**config.mk**
```make
export PLATFORM = sky130hd
export DESIGN_NAME = exc_entry_seq
export DESIGN_NICKNAME = d
export VERILOG_FILES = /design/src/rtl/cpu_defs_pkg.sv /design/src/rtl/exc_prio_enc.sv /design/src/rtl/exc_entry_seq.sv
export SDC_FILE = /design/constraint.sdc
export NUM_CORES = 1
export LEC_CHECK = 0
export BUFFER_PORTS_ARGS = -buffer_cell sky130_fd_sc_hd__buf_2
export CAP_MARGIN = 5
export CORE_MARGIN = 1
export CORE_UTILIZATION = 55
export DETAILED_ROUTE_END_ITERATION = 12
export PLACE_DENSITY_LB_ADDON = 0.1
export SLEW_MARGIN = 20
export SYNTH_ARGS = -nofsm -noshare
export SYNTH_HDL_FRONTEND = slang
export SYNTH_HIERARCHICAL = 1
export SYNTH_SLANG_ARGS = --single-unit
```
**constraint.sdc**
```tcl
create_clock -name clk -period 4.6 [get_ports clk]
set_clock_uncertainty 0.15 [all_clocks]
set_input_delay 0.92 -clock clk [delete_from_list [all_inputs] [get_ports clk]]
set_output_delay 0.92 -clock clk [all_outputs]
set_load 0.005 [all_outputs]
```
**src/rtl/cpu_defs_pkg.sv**
```systemverilog
// cpu_defs_pkg: shared CPU encodings for modes, exception causes, vectors and write-port kinds
package cpu_defs_pkg;
  localparam logic [4:0] MODE_USR = 5'b10000;
  localparam logic [4:0] MODE_FIQ = 5'b10001;
  localparam logic [4:0] MODE_IRQ = 5'b10010;
  localparam logic [4:0] MODE_SVC = 5'b10011;
  localparam logic [4:0] MODE_ABT = 5'b10111;
  localparam logic [4:0] MODE_UND = 5'b11011;
  localparam logic [4:0] MODE_SYS = 5'b11111;
  localparam int EXC_UND  = 0;
  localparam int EXC_SWI  = 1;
  localparam int EXC_PABT = 2;
  localparam int EXC_DABT = 3;
  localparam int EXC_IRQ  = 4;
  localparam int EXC_FIQ  = 5;
  localparam logic [31:0] VEC_UND  = 32'h04;
  localparam logic [31:0] VEC_SWI  = 32'h08;
  localparam logic [31:0] VEC_PABT = 32'h0C;
  localparam logic [31:0] VEC_DABT = 32'h10;
  localparam logic [31:0] VEC_IRQ  = 32'h18;
  localparam logic [31:0] VEC_FIQ  = 32'h1C;
  localparam logic [1:0] KIND_GPR  = 2'd0;
  localparam logic [1:0] KIND_SPSR = 2'd1;
  localparam logic [1:0] KIND_CPSR = 2'd2;
  localparam int CPSR_N = 31;
  localparam int CPSR_Z = 30;
  localparam int CPSR_C = 29;
  localparam int CPSR_V = 28;
  localparam int CPSR_I = 7;
  localparam int CPSR_F = 6;
  localparam int CPSR_T = 5;
  typedef enum logic [2:0] {S_IDLE, S_SAVE_SPSR, S_WRITE_LR, S_SET_CPSR, S_SET_PC, S_DONE} seq_state_t;
  function automatic logic [4:0] cause_mode(input logic [5:0] c);
    return c[EXC_FIQ] ? MODE_FIQ : c[EXC_IRQ] ? MODE_IRQ :
           (c[EXC_DABT] | c[EXC_PABT]) ? MODE_ABT : c[EXC_UND] ? MODE_UND : MODE_SVC;
  endfunction
  function automatic logic [31:0] cause_vec(input logic [5:0] c);
    return c[EXC_FIQ] ? VEC_FIQ : c[EXC_IRQ] ? VEC_IRQ : c[EXC_DABT] ? VEC_DABT :
           c[EXC_PABT] ? VEC_PABT : c[EXC_UND] ? VEC_UND : VEC_SWI;
  endfunction
endpackage

```
**src/rtl/exc_prio_enc.sv**
```systemverilog
// exc_prio_enc: masks IRQ/FIQ and picks the highest-priority pending exception as one-hot
module exc_prio_enc
  import cpu_defs_pkg::*;
(
  input  logic [5:0] exc_req,
  input  logic       irq_dis,
  input  logic       fiq_dis,
  output logic [5:0] cause
);
  logic [5:0] elig;
  assign elig = exc_req & ~{fiq_dis, irq_dis, 4'b0000};
  assign cause = elig[EXC_DABT] ? 6'b001000 : elig[EXC_FIQ]  ? 6'b100000 :
                 elig[EXC_IRQ]  ? 6'b010000 : elig[EXC_PABT] ? 6'b000100 :
                 elig[EXC_UND]  ? 6'b000001 : elig[EXC_SWI]  ? 6'b000010 : 6'b000000;
endmodule

```
**src/rtl/exc_entry_seq.sv**
```systemverilog
// exc_entry_seq: exception entry sequencer issuing SPSR, LR, CPSR, PC writes over one shared port
module exc_entry_seq
  import cpu_defs_pkg::*;
#(
  parameter logic [31:0] VEC_BASE    = 32'h0000_0000,
  parameter logic [31:0] LR_OFS_DABT = 32'd8,
  parameter logic [31:0] LR_OFS_DEF  = 32'd4
) (
  input  logic        clk,
  input  logic        rst,
  input  logic [5:0]  exc_req,
  input  logic [31:0] cpsr_in,
  input  logic [31:0] pc_in,
  output logic        wr_valid,
  input  logic        wr_ready,
  output logic [1:0]  wr_kind,
  output logic [3:0]  wr_addr,
  output logic [4:0]  wr_mode,
  output logic [31:0] wr_data,
  output logic        stall,
  output logic        flush,
  output logic [5:0]  exc_ack
);
  seq_state_t state;
  logic [5:0] sel, cause;
  logic [31:0] old_cpsr, lr_val, new_cpsr;
  exc_prio_enc u_prio (
    .exc_req(exc_req),
    .irq_dis(cpsr_in[CPSR_I]),
    .fiq_dis(cpsr_in[CPSR_F]),
    .cause(sel)
  );
  // entry always disables IRQ and clears Thumb; FIQ is additionally disabled only on FIQ entry
  assign new_cpsr = {old_cpsr[31:8], 1'b1, old_cpsr[CPSR_F] | cause[EXC_FIQ], 1'b0, cause_mode(cause)};
  always_ff @(posedge clk or posedge rst)
    if (rst) begin
      state    <= S_IDLE;
      cause    <= '0;
      old_cpsr <= '0;
      lr_val   <= '0;
      wr_valid <= 1'b0;
      wr_kind  <= '0;
      wr_addr  <= '0;
      wr_mode  <= '0;
      wr_data  <= '0;
      stall    <= 1'b0;
      flush    <= 1'b0;
      exc_ack  <= '0;
    end else begin
      flush   <= 1'b0;
      exc_ack <= '0;
      case (state)
        S_IDLE: if (|sel) begin
          state    <= S_SAVE_SPSR;
          cause    <= sel;
          old_cpsr <= cpsr_in;
          lr_val   <= pc_in + (sel[EXC_DABT] ? LR_OFS_DABT : LR_OFS_DEF);
          stall    <= 1'b1;
          flush    <= 1'b1;
          wr_valid <= 1'b1;
          wr_kind  <= KIND_SPSR;
          wr_addr  <= 4'd0;
          wr_mode  <= cause_mode(sel);
          wr_data  <= cpsr_in;
        end
        S_SAVE_SPSR: if (wr_ready) begin
          state   <= S_WRITE_LR;
          wr_kind <= KIND_GPR;
          wr_addr <= 4'd14;
          wr_data <= lr_val;
        end
        S_WRITE_LR: if (wr_ready) begin
          state   <= S_SET_CPSR;
          wr_kind <= KIND_CPSR;
          wr_addr <= 4'd0;
          wr_data <= new_cpsr;
        end
        S_SET_CPSR: if (wr_ready) begin
          state   <= S_SET_PC;
          wr_kind <= KIND_GPR;
          wr_addr <= 4'd15;
          wr_data <= VEC_BASE + cause_vec(cause);
        end
        S_SET_PC: if (wr_ready) begin
          state    <= S_DONE;
          wr_valid <= 1'b0;
          wr_kind  <= '0;
          wr_addr  <= '0;
          wr_mode  <= '0;
          wr_data  <= '0;
          exc_ack  <= cause;
        end
        default: begin
          state <= S_IDLE;
          stall <= 1'b0;
        end
      endcase
    end
endmodule

```
* After elaboration in Yosys (flattened, before gate mapping) *
Index checks and enable logic that the tools add are counted.

cells by class
  order comparisons = 0
  bitwise operators = 6
  reduce and logical (&&, ||, !) cells = 16
  multiply operators = 0
  multiplexer cells = 52
  add/subtract/negate cells = 1
  shifts and indexed selects = 0
  equal/unequal tests = 11
  div/mod/pow operators = 0

operators by type and width
  cell                  number
  $mux W32              5
  $pmux W32 S5          1
  $mux W4               15
  $mux W6               7
  $add A32 B4 Y32       1
  $mux W5               5
  $pmux W4 S4           1
  $mux W3               5
  $pmux W3 S5           1
  $ne A2 B2 Y1 const B  5
  $pmux W5 S2           1
  $reduce_and A5 Y1     2
  $mux W2               4
  $and A6 B6 Y6         1
  $eq A3 B2 Y1 const B  2
  $not A6 Y6            1
  $pmux W2 S3           1
  $reduce_and A6 Y1     1
  $reduce_or A6 Y1      1
  $reduce_bool A5 Y1    1
  $mux W1               4
  $ne A2 B1 Y1 const B  2
  $pmux W1 S2           2
  $reduce_and A2 Y1     2
  13 further kinds      15

word-level totals
  memory bits (read-only) = 0
  bits in latches = 0
  output and inout port bits = 52
  flip-flop bits (word level) = 125
  bits in writable memories = 0
  logic and storage cells = 98
  bits of input ports = 73
  memories kept = 0

* Logic depth before layout (Yosys ltp) *
  word-level depth = 14
  mapped depth = 10
  mapped depth without buffers = 8

* Cells and area by module *
The synthesis kept the hierarchy.

modules (own cells, without submodules)
  module         cells an instance  seq. area each (um2)  instances  area an instance (um2)
  exc_entry_seq  650                2877.8                1          5642.9
  exc_prio_enc   10                 0.0                   1          77.6

* Worst setup path before layout *
No wires, ideal clock.

  path kind = in2reg
  from = input exc_req[5]
  to = register wr_data[0]
  slack = 1.444 ns
  stages on the path = 7
  data required time = 4.323 ns
  buffers on the path = 1
  data arrival time = 2.879 ns
  library setup time = 0.127 ns
  cell sequence = nor2b_1 > and2b_2 > or4_4 > o311ai_4 > a21boi_4 > buf_6 > mux2_1

on the way
  word-level cells in the longest chain between the ends = 6

RTL lines
  what                         RTL line             source
  start, declared              exc_entry_seq.sv:11  input logic [5:0] exc_req,
  $and A6 B6 Y6                exc_prio_enc.sv:11   assign elig = exc_req & ~{fiq_dis, irq_dis, 4'b0000};
  $mux W6 (2 in series)        exc_prio_enc.sv:12   assign cause = elig[EXC_DABT] ? 6'b001000 : elig[EXC_FIQ] ? 6'b100000 :
  via sel[5]                   exc_entry_seq.sv:25  logic [5:0] sel, cause;
  $reduce_or A6 Y1             exc_entry_seq.sv:53  S_IDLE: if (|sel) begin
  $ne A2 B2 Y1 (no line)       -
  $reduce_and A6 Y1 (no line)  -
  end signal, assigned         exc_entry_seq.sv:64  wr_data <= cpsr_in;
  end signal, assigned         exc_entry_seq.sv:70  wr_data <= lr_val;
  end signal, assigned         exc_entry_seq.sv:76  wr_data <= new_cpsr;
  end, declared                exc_entry_seq.sv:19  output logic [31:0] wr_data,

The timed path passes the listed nets, and every way through them passes these cells.
A chain may end at the register's enable or synchronous reset.

* Worst setup path in the final report *
  from = input cpsr_in[7]
  to = register lr_val[26]

on the way
  word-level cells in the longest chain between the ends = 7
  elaborated cells between the ends (all ways) = 9
  classes of those cells = add/sub: 1; mux: 4; bitwise: 2; reduce/logical: 2

RTL lines
  what                         RTL line             source
  start, declared              exc_entry_seq.sv:12  input logic [31:0] cpsr_in,
  $not A6 Y6                   exc_prio_enc.sv:11
  $and A6 B6 Y6                exc_prio_enc.sv:11
  $mux W6                      exc_prio_enc.sv:13   elig[EXC_IRQ] ? 6'b010000 : elig[EXC_PABT] ? 6'b000100 :
  $mux W6 (2 in series)        exc_prio_enc.sv:12
  via sel[4]                   exc_entry_seq.sv:25
  $reduce_or A6 Y1             exc_entry_seq.sv:53
  $reduce_and A2 Y1 (no line)  -
  end signal, assigned         exc_entry_seq.sv:57  lr_val <= pc_in + (sel[EXC_DABT] ? LR_OFS_DABT : LR_OFS_DEF);
  end, declared                exc_entry_seq.sv:26  logic [31:0] old_cpsr, lr_val, new_cpsr;

The timed path passes the listed nets, and every way through them passes these cells.

==> tab_implementation.tex <==
\begin{tabular}{lr}
\hline
Metric & Value \\
\hline
\multicolumn{2}{l}{\textbf{Layout}} \\
Fraction of final layout cells with drive strength greater than 1 & approximately 23\% \\
Number of diodes & 0 \\
Layout Cell Area excl Fill & just under 7000 um2 \\
Non-filler instance count after layout & a little over 900 \\
Final core utilization & between 60\% and 70\% \\
Signed area change from the synthesized netlist to the final layout & 20.6\% \\
Net count reported at finish & around 850 \\
\multicolumn{2}{l}{\textbf{Global route}} \\
Initial antenna violation count & 0 \\
Vias in the first global route & approximately 5000 \\
First-pass GRT wire length & between 20000 and 25000 um \\
Gr usage total & roughly 29\% \\
Grt ovf & 0 \\
Pin count of the biggest net entering global routing & between 60 and 70 \\
\multicolumn{2}{l}{\textbf{Clock tree}} \\
Hold bufs inserted after CTS & 0 \\
Clock root cell & sky130\_fd\_sc\_hd\_\_clkbuf\_8 \\
Clock transition at the register clock pins on the worst setup and hold paths after CTS & 0.05 ns \\
Clock latency of the later-clocked register in the worst-skew pair & about 0.5 ns \\
Clk buf depth & 2 \\
TritonCTS clock tree & done \\
Post-CTS repair timing setup buffer count & 0 \\
Number of cells upsized or downsized after cts & 0 \\
TritonCTS sink count & 115 \\
H-Tree Depth & 4 \\
Number of clock buffers inserted by TritonCTS & 17 \\
\multicolumn{2}{l}{\textbf{STA}} \\
Post-route minimum period & 3.17 ns \\
Total negative slack for setup checks & 0 ns \\
Setup repair after global routing missed its margin & false \\
Relative slew slack & about a quarter \\
Worst hold slack & between 0.3 and 0.4 ns \\
Transition time at the pin with the least slew margin & approximately 1.1 ns \\
Share of the clock period used by the worst path after layout & just under 70\% \\
Highest clock rate & between 300 and 400 MHz \\
Count of final setup violators & 0 \\
Final hold violations & 0 \\
Final count of pins violating max slew & 0 \\
\multicolumn{2}{l}{\textbf{Worst setup path}} \\
Slowest stage cell on the critical path & sky130\_fd\_sc\_hd\_\_or4\_1 \\
Capturing point of the worst reg2reg path & lr\_val[26]\$\_DFFE\_PP0P\_ \\
Startpoint of the worst register-to-register path & state[1]\$\_DFFE\_PP0P\_ \\
Required time reported for the critical path endpoint & 4.89 ns \\
Slowest cell delay on critical path & between 0.5 and 0.6 ns \\
Nature of the critical path startpoint & input port \\
Reg2Reg Setup Slack & between 1 and 1.5 ns \\
WP data arrival & 3.46 ns \\
Worst R2R Path Depth & 6 \\
CP top delay family & simple AND/OR/NAND/NOR gates \\
Worst-path maximum fanout & 32 \\
CP endpoint kind & register \\
Type of the worst setup path & input port to register \\
Crit path cell chain & buf\_2, nor2b\_1, nor3b\_1, or4\_4, or2\_2, nand2\_2, buf\_4, or4\_1, nand3\_1 \\
Crit path buffers/inverters & 2 \\
\multicolumn{2}{l}{\textbf{Floorplanning}} \\
Number of I/O pins & about 130 \\
Std-Cell Rows & 36 \\
Initial Util & roughly 58\% \\
Die X-Extent & 104 um \\
Die height & about 100 um \\
Die outline area & approximately 11000 um2 \\
Area of the core & 9910 um2 \\
\multicolumn{2}{l}{\textbf{Flow run}} \\
Max Cap Viol & 0 \\
\multicolumn{2}{l}{\textbf{Placement}} \\
Final HPWL DP & just under 10000 um \\
Total of buffers placed on input and output ports & 124 \\
Area of placed instances & 6350 um2 \\
GP Congestion & around 0.9 \\
Number of placed cells counting well taps & 883 \\
\multicolumn{2}{l}{\textbf{Synthesis}} \\
Largest family of logic cells by synthesized area & simple AND/OR/NAND/NOR gates \\
Leading area contributor after synthesis & sky130\_fd\_sc\_hd\_\_dfrtp\_1 \\
Share of the synthesized area in compound gates (AO/OA/AOI/OAI) & 16.2\% \\
Dominant cells by area after synthesis & sky130\_fd\_sc\_hd\_\_dfrtp\_1, sky130\_fd\_sc\_hd\_\_nand2\_1, sky130\_fd\_sc\_hd\_\_o21ai\_0 \\
Share of synthesized area spent on multiplexers & 0.787\% \\
Net count of the mapped netlist & $\sim$740 \\
Average cell area after synthesis & between 8 and 9 um2 \\
Number of storage elements in the synthesis netlist & approximately 120 \\
Most used flip-flop cell after synthesis & sky130\_fd\_sc\_hd\_\_dfrtp\_1 \\
Post-Synth XOR/XNOR Area & under 10\% \\
Number of enable-type register cells in the synthesized netlist & 0 \\
Area fraction of the dominant cell type after synthesis & roughly half \\
Area of the mapped netlist & between 5000 and 6000 um2 \\
Instance count of the mapped netlist & between 600 and 700 \\
Ys async rst share & 100\% \\
Unique masters post-synth & 58 \\
Fraction of the mapped netlist area in simple logic gates & between 20\% and 30\% \\
Synthesized-area fraction occupied by adder cells & less than 1\% \\
Sequential area share after synthesis & just over 50\% \\
Number of warnings printed during yosys synthesis & 6 \\
\multicolumn{2}{l}{\textbf{Worst hold path}} \\
Launch point of the worst hold path & wr\_data[2]\$\_DFFE\_PP0P\_ \\
Worst Hold Path EP & wr\_data[2]\$\_DFFE\_PP0P\_ \\
Worst Hold Class & register to register \\
Hold Path Cell Cnt & 2 \\
\multicolumn{2}{l}{\textbf{Drt}} \\
Vias/cell & 5.61 \\
Via Count & roughly 5100 \\
Total iterations of the first detailed-routing run & 5 \\
Number of nets still failing antenna checks after routing & 0 \\
Sum of routed wire length over all layers & 14600 um \\
Drt drc & 0 \\
Wire length per cell & between 15 and 20 um \\
Initial detailed-routing violation count & about 260 \\
\multicolumn{2}{l}{\textbf{Run status}} \\
Run status & finished, final reports clean \\
\multicolumn{2}{l}{\textbf{Pwr}} \\
Total power divided by cell area & 697 nW/um2 \\
Leakage power total & 3.36 nW \\
Maximum ir drop on the vdd rail & about 0.32 mV \\
\hline
\end{tabular}
[metal layers]
layer  track usage [%]  vias to the layer above  part of all wire (%)
met5                 0                        -                     0
met4              11.7                        0                   2.4
met3              6.64                       32                   6.8
met2              43.7                      200                    46
met1              40.0                     2424                    44
li1                  -                     2467                     -
[placed cells by master, fill, tap and decap left out, types with 2 or more instances in the layout]
| cell | instances |
|---|---|
| sky130_fd_sc_hd__o21ai_0 | 69 |
| sky130_fd_sc_hd__nand2_2 | 2 |
| sky130_fd_sc_hd__a22oi_1 | 26 |
| sky130_fd_sc_hd__nor4_1 | 8 |
| sky130_fd_sc_hd__ha_1 | 2 |
| sky130_fd_sc_hd__buf_4 | 8 |
| sky130_fd_sc_hd__nor3b_1 | 2 |
| sky130_fd_sc_hd__nand2_1 | 190 |
| sky130_fd_sc_hd__a21oi_1 | 35 |
| sky130_fd_sc_hd__clkbuf_16 | 16 |
| sky130_fd_sc_hd__nor2b_1 | 4 |
| sky130_fd_sc_hd__xnor2_1 | 9 |
| sky130_fd_sc_hd__clkbuf_8 | 6 |
| sky130_fd_sc_hd__xor2_1 | 19 |
| sky130_fd_sc_hd__nand4_1 | 7 |
| sky130_fd_sc_hd__or2_2 | 4 |
| sky130_fd_sc_hd__nor2_1 | 47 |
| sky130_fd_sc_hd__buf_2 | 124 |
| sky130_fd_sc_hd__mux2_2 | 3 |
| sky130_fd_sc_hd__o22ai_1 | 3 |
| sky130_fd_sc_hd__clkbuf_1 | 3 |
| sky130_fd_sc_hd__o211ai_1 | 3 |
| sky130_fd_sc_hd__and3_1 | 5 |
| sky130_fd_sc_hd__a32o_1 | 2 |
| sky130_fd_sc_hd__dfrtp_1 | 115 |
| sky130_fd_sc_hd__nand3_1 | 17 |
| sky130_fd_sc_hd__nor3_1 | 6 |
| sky130_fd_sc_hd__clkinv_2 | 4 |
| sky130_fd_sc_hd__inv_1 | 8 |
[layout make-up]
class                           count  area, um2
Clock buffer                       25        494
Clock inverter                      5       50.0
Fill cell                         803       3010
Inverter                           11       43.8
Multi-Input combinational cell    492       2590
Sequential cell                   115       2880
Tap cell                          133        166
Timing Repair Buffer              132        681
[worst max-delay path by stage]
stage,startpoint,to,depth (start not counted)
after floorplan,rst,cause[0]$_DFFE_PP0P_,1
after global placement,exc_req[5],lr_val[26]$_DFFE_PP0P_,9
after detailed placement,exc_req[5],lr_val[26]$_DFFE_PP0P_,9
after CTS,state[2]$_DFFE_PP0P_,wr_data[5]$_DFFE_PP0P_,5
after global routing,cpsr_in[6],lr_val[26]$_DFFE_PP0P_,9
final,cpsr_in[7],lr_val[26]$_DFFE_PP0P_,9
[cell families (layout without fill, tap and decap cells)]
family | after synthesis | count (layout)
simple gates | 304 | 304
xor+xnor | 28 | 28
flops | 115 | 115
buf+inv | 53 | 173
compound gates | 153 | 153
mux | 4 | 4
fa+ha+maj | 3 | 3
[synthesized netlist by cell type (all sizes together), types with 3 or more instances]
master / number
o21ai: 69
buf: 27
nand3: 17
or2: 4
clkbuf: 15
dfrtp: 115
nand4: 8
mux2: 4
o211ai: 3
xnor2: 9
inv: 10
a22oi: 26
nor2b: 6
xor2: 19
o22ai: 3
nor2: 47
a21oi: 35
nor3: 7
nand2: 192
nor4: 9
and3: 5
[worst min-delay path, stage by stage, from the launching register on]
cell and delay [ns]:
sky130_fd_sc_hd__dfrtp_1 0.34, sky130_fd_sc_hd__nand2_1 0.04, sky130_fd_sc_hd__o21ai_0 0.05
[through the flow]
step	worst slack, ns	power, W
after floorplan	0.486	0.00306
after global placement	1.02	0.00351
after detailed placement	0.934	0.00359
after CTS	1.29	0.00482
after global routing	1.27	0.00518
final	1.43	0.00481
[flip-flops by register name (all words and copies together) (netlist names)]
register,flops
lr_val,32
wr_data,32
old_cpsr,25
cause,6
exc_ack,6
wr_mode,4
state,3
wr_addr,2
wr_kind,2
flush,1
stall,1
wr_valid,1
[where the power goes]
| part | internal [W] | total (W) | switching [W] |
|---|---|---|---|
| clock | 0.000778 | 0.00121 | 0.000434 |
| sequential | 0.00147 | 0.00178 | 0.000318 |
| combinational | 0.000684 | 0.00182 | 0.00113 |
No activity file was read; power rests on OpenSTA's default activity.
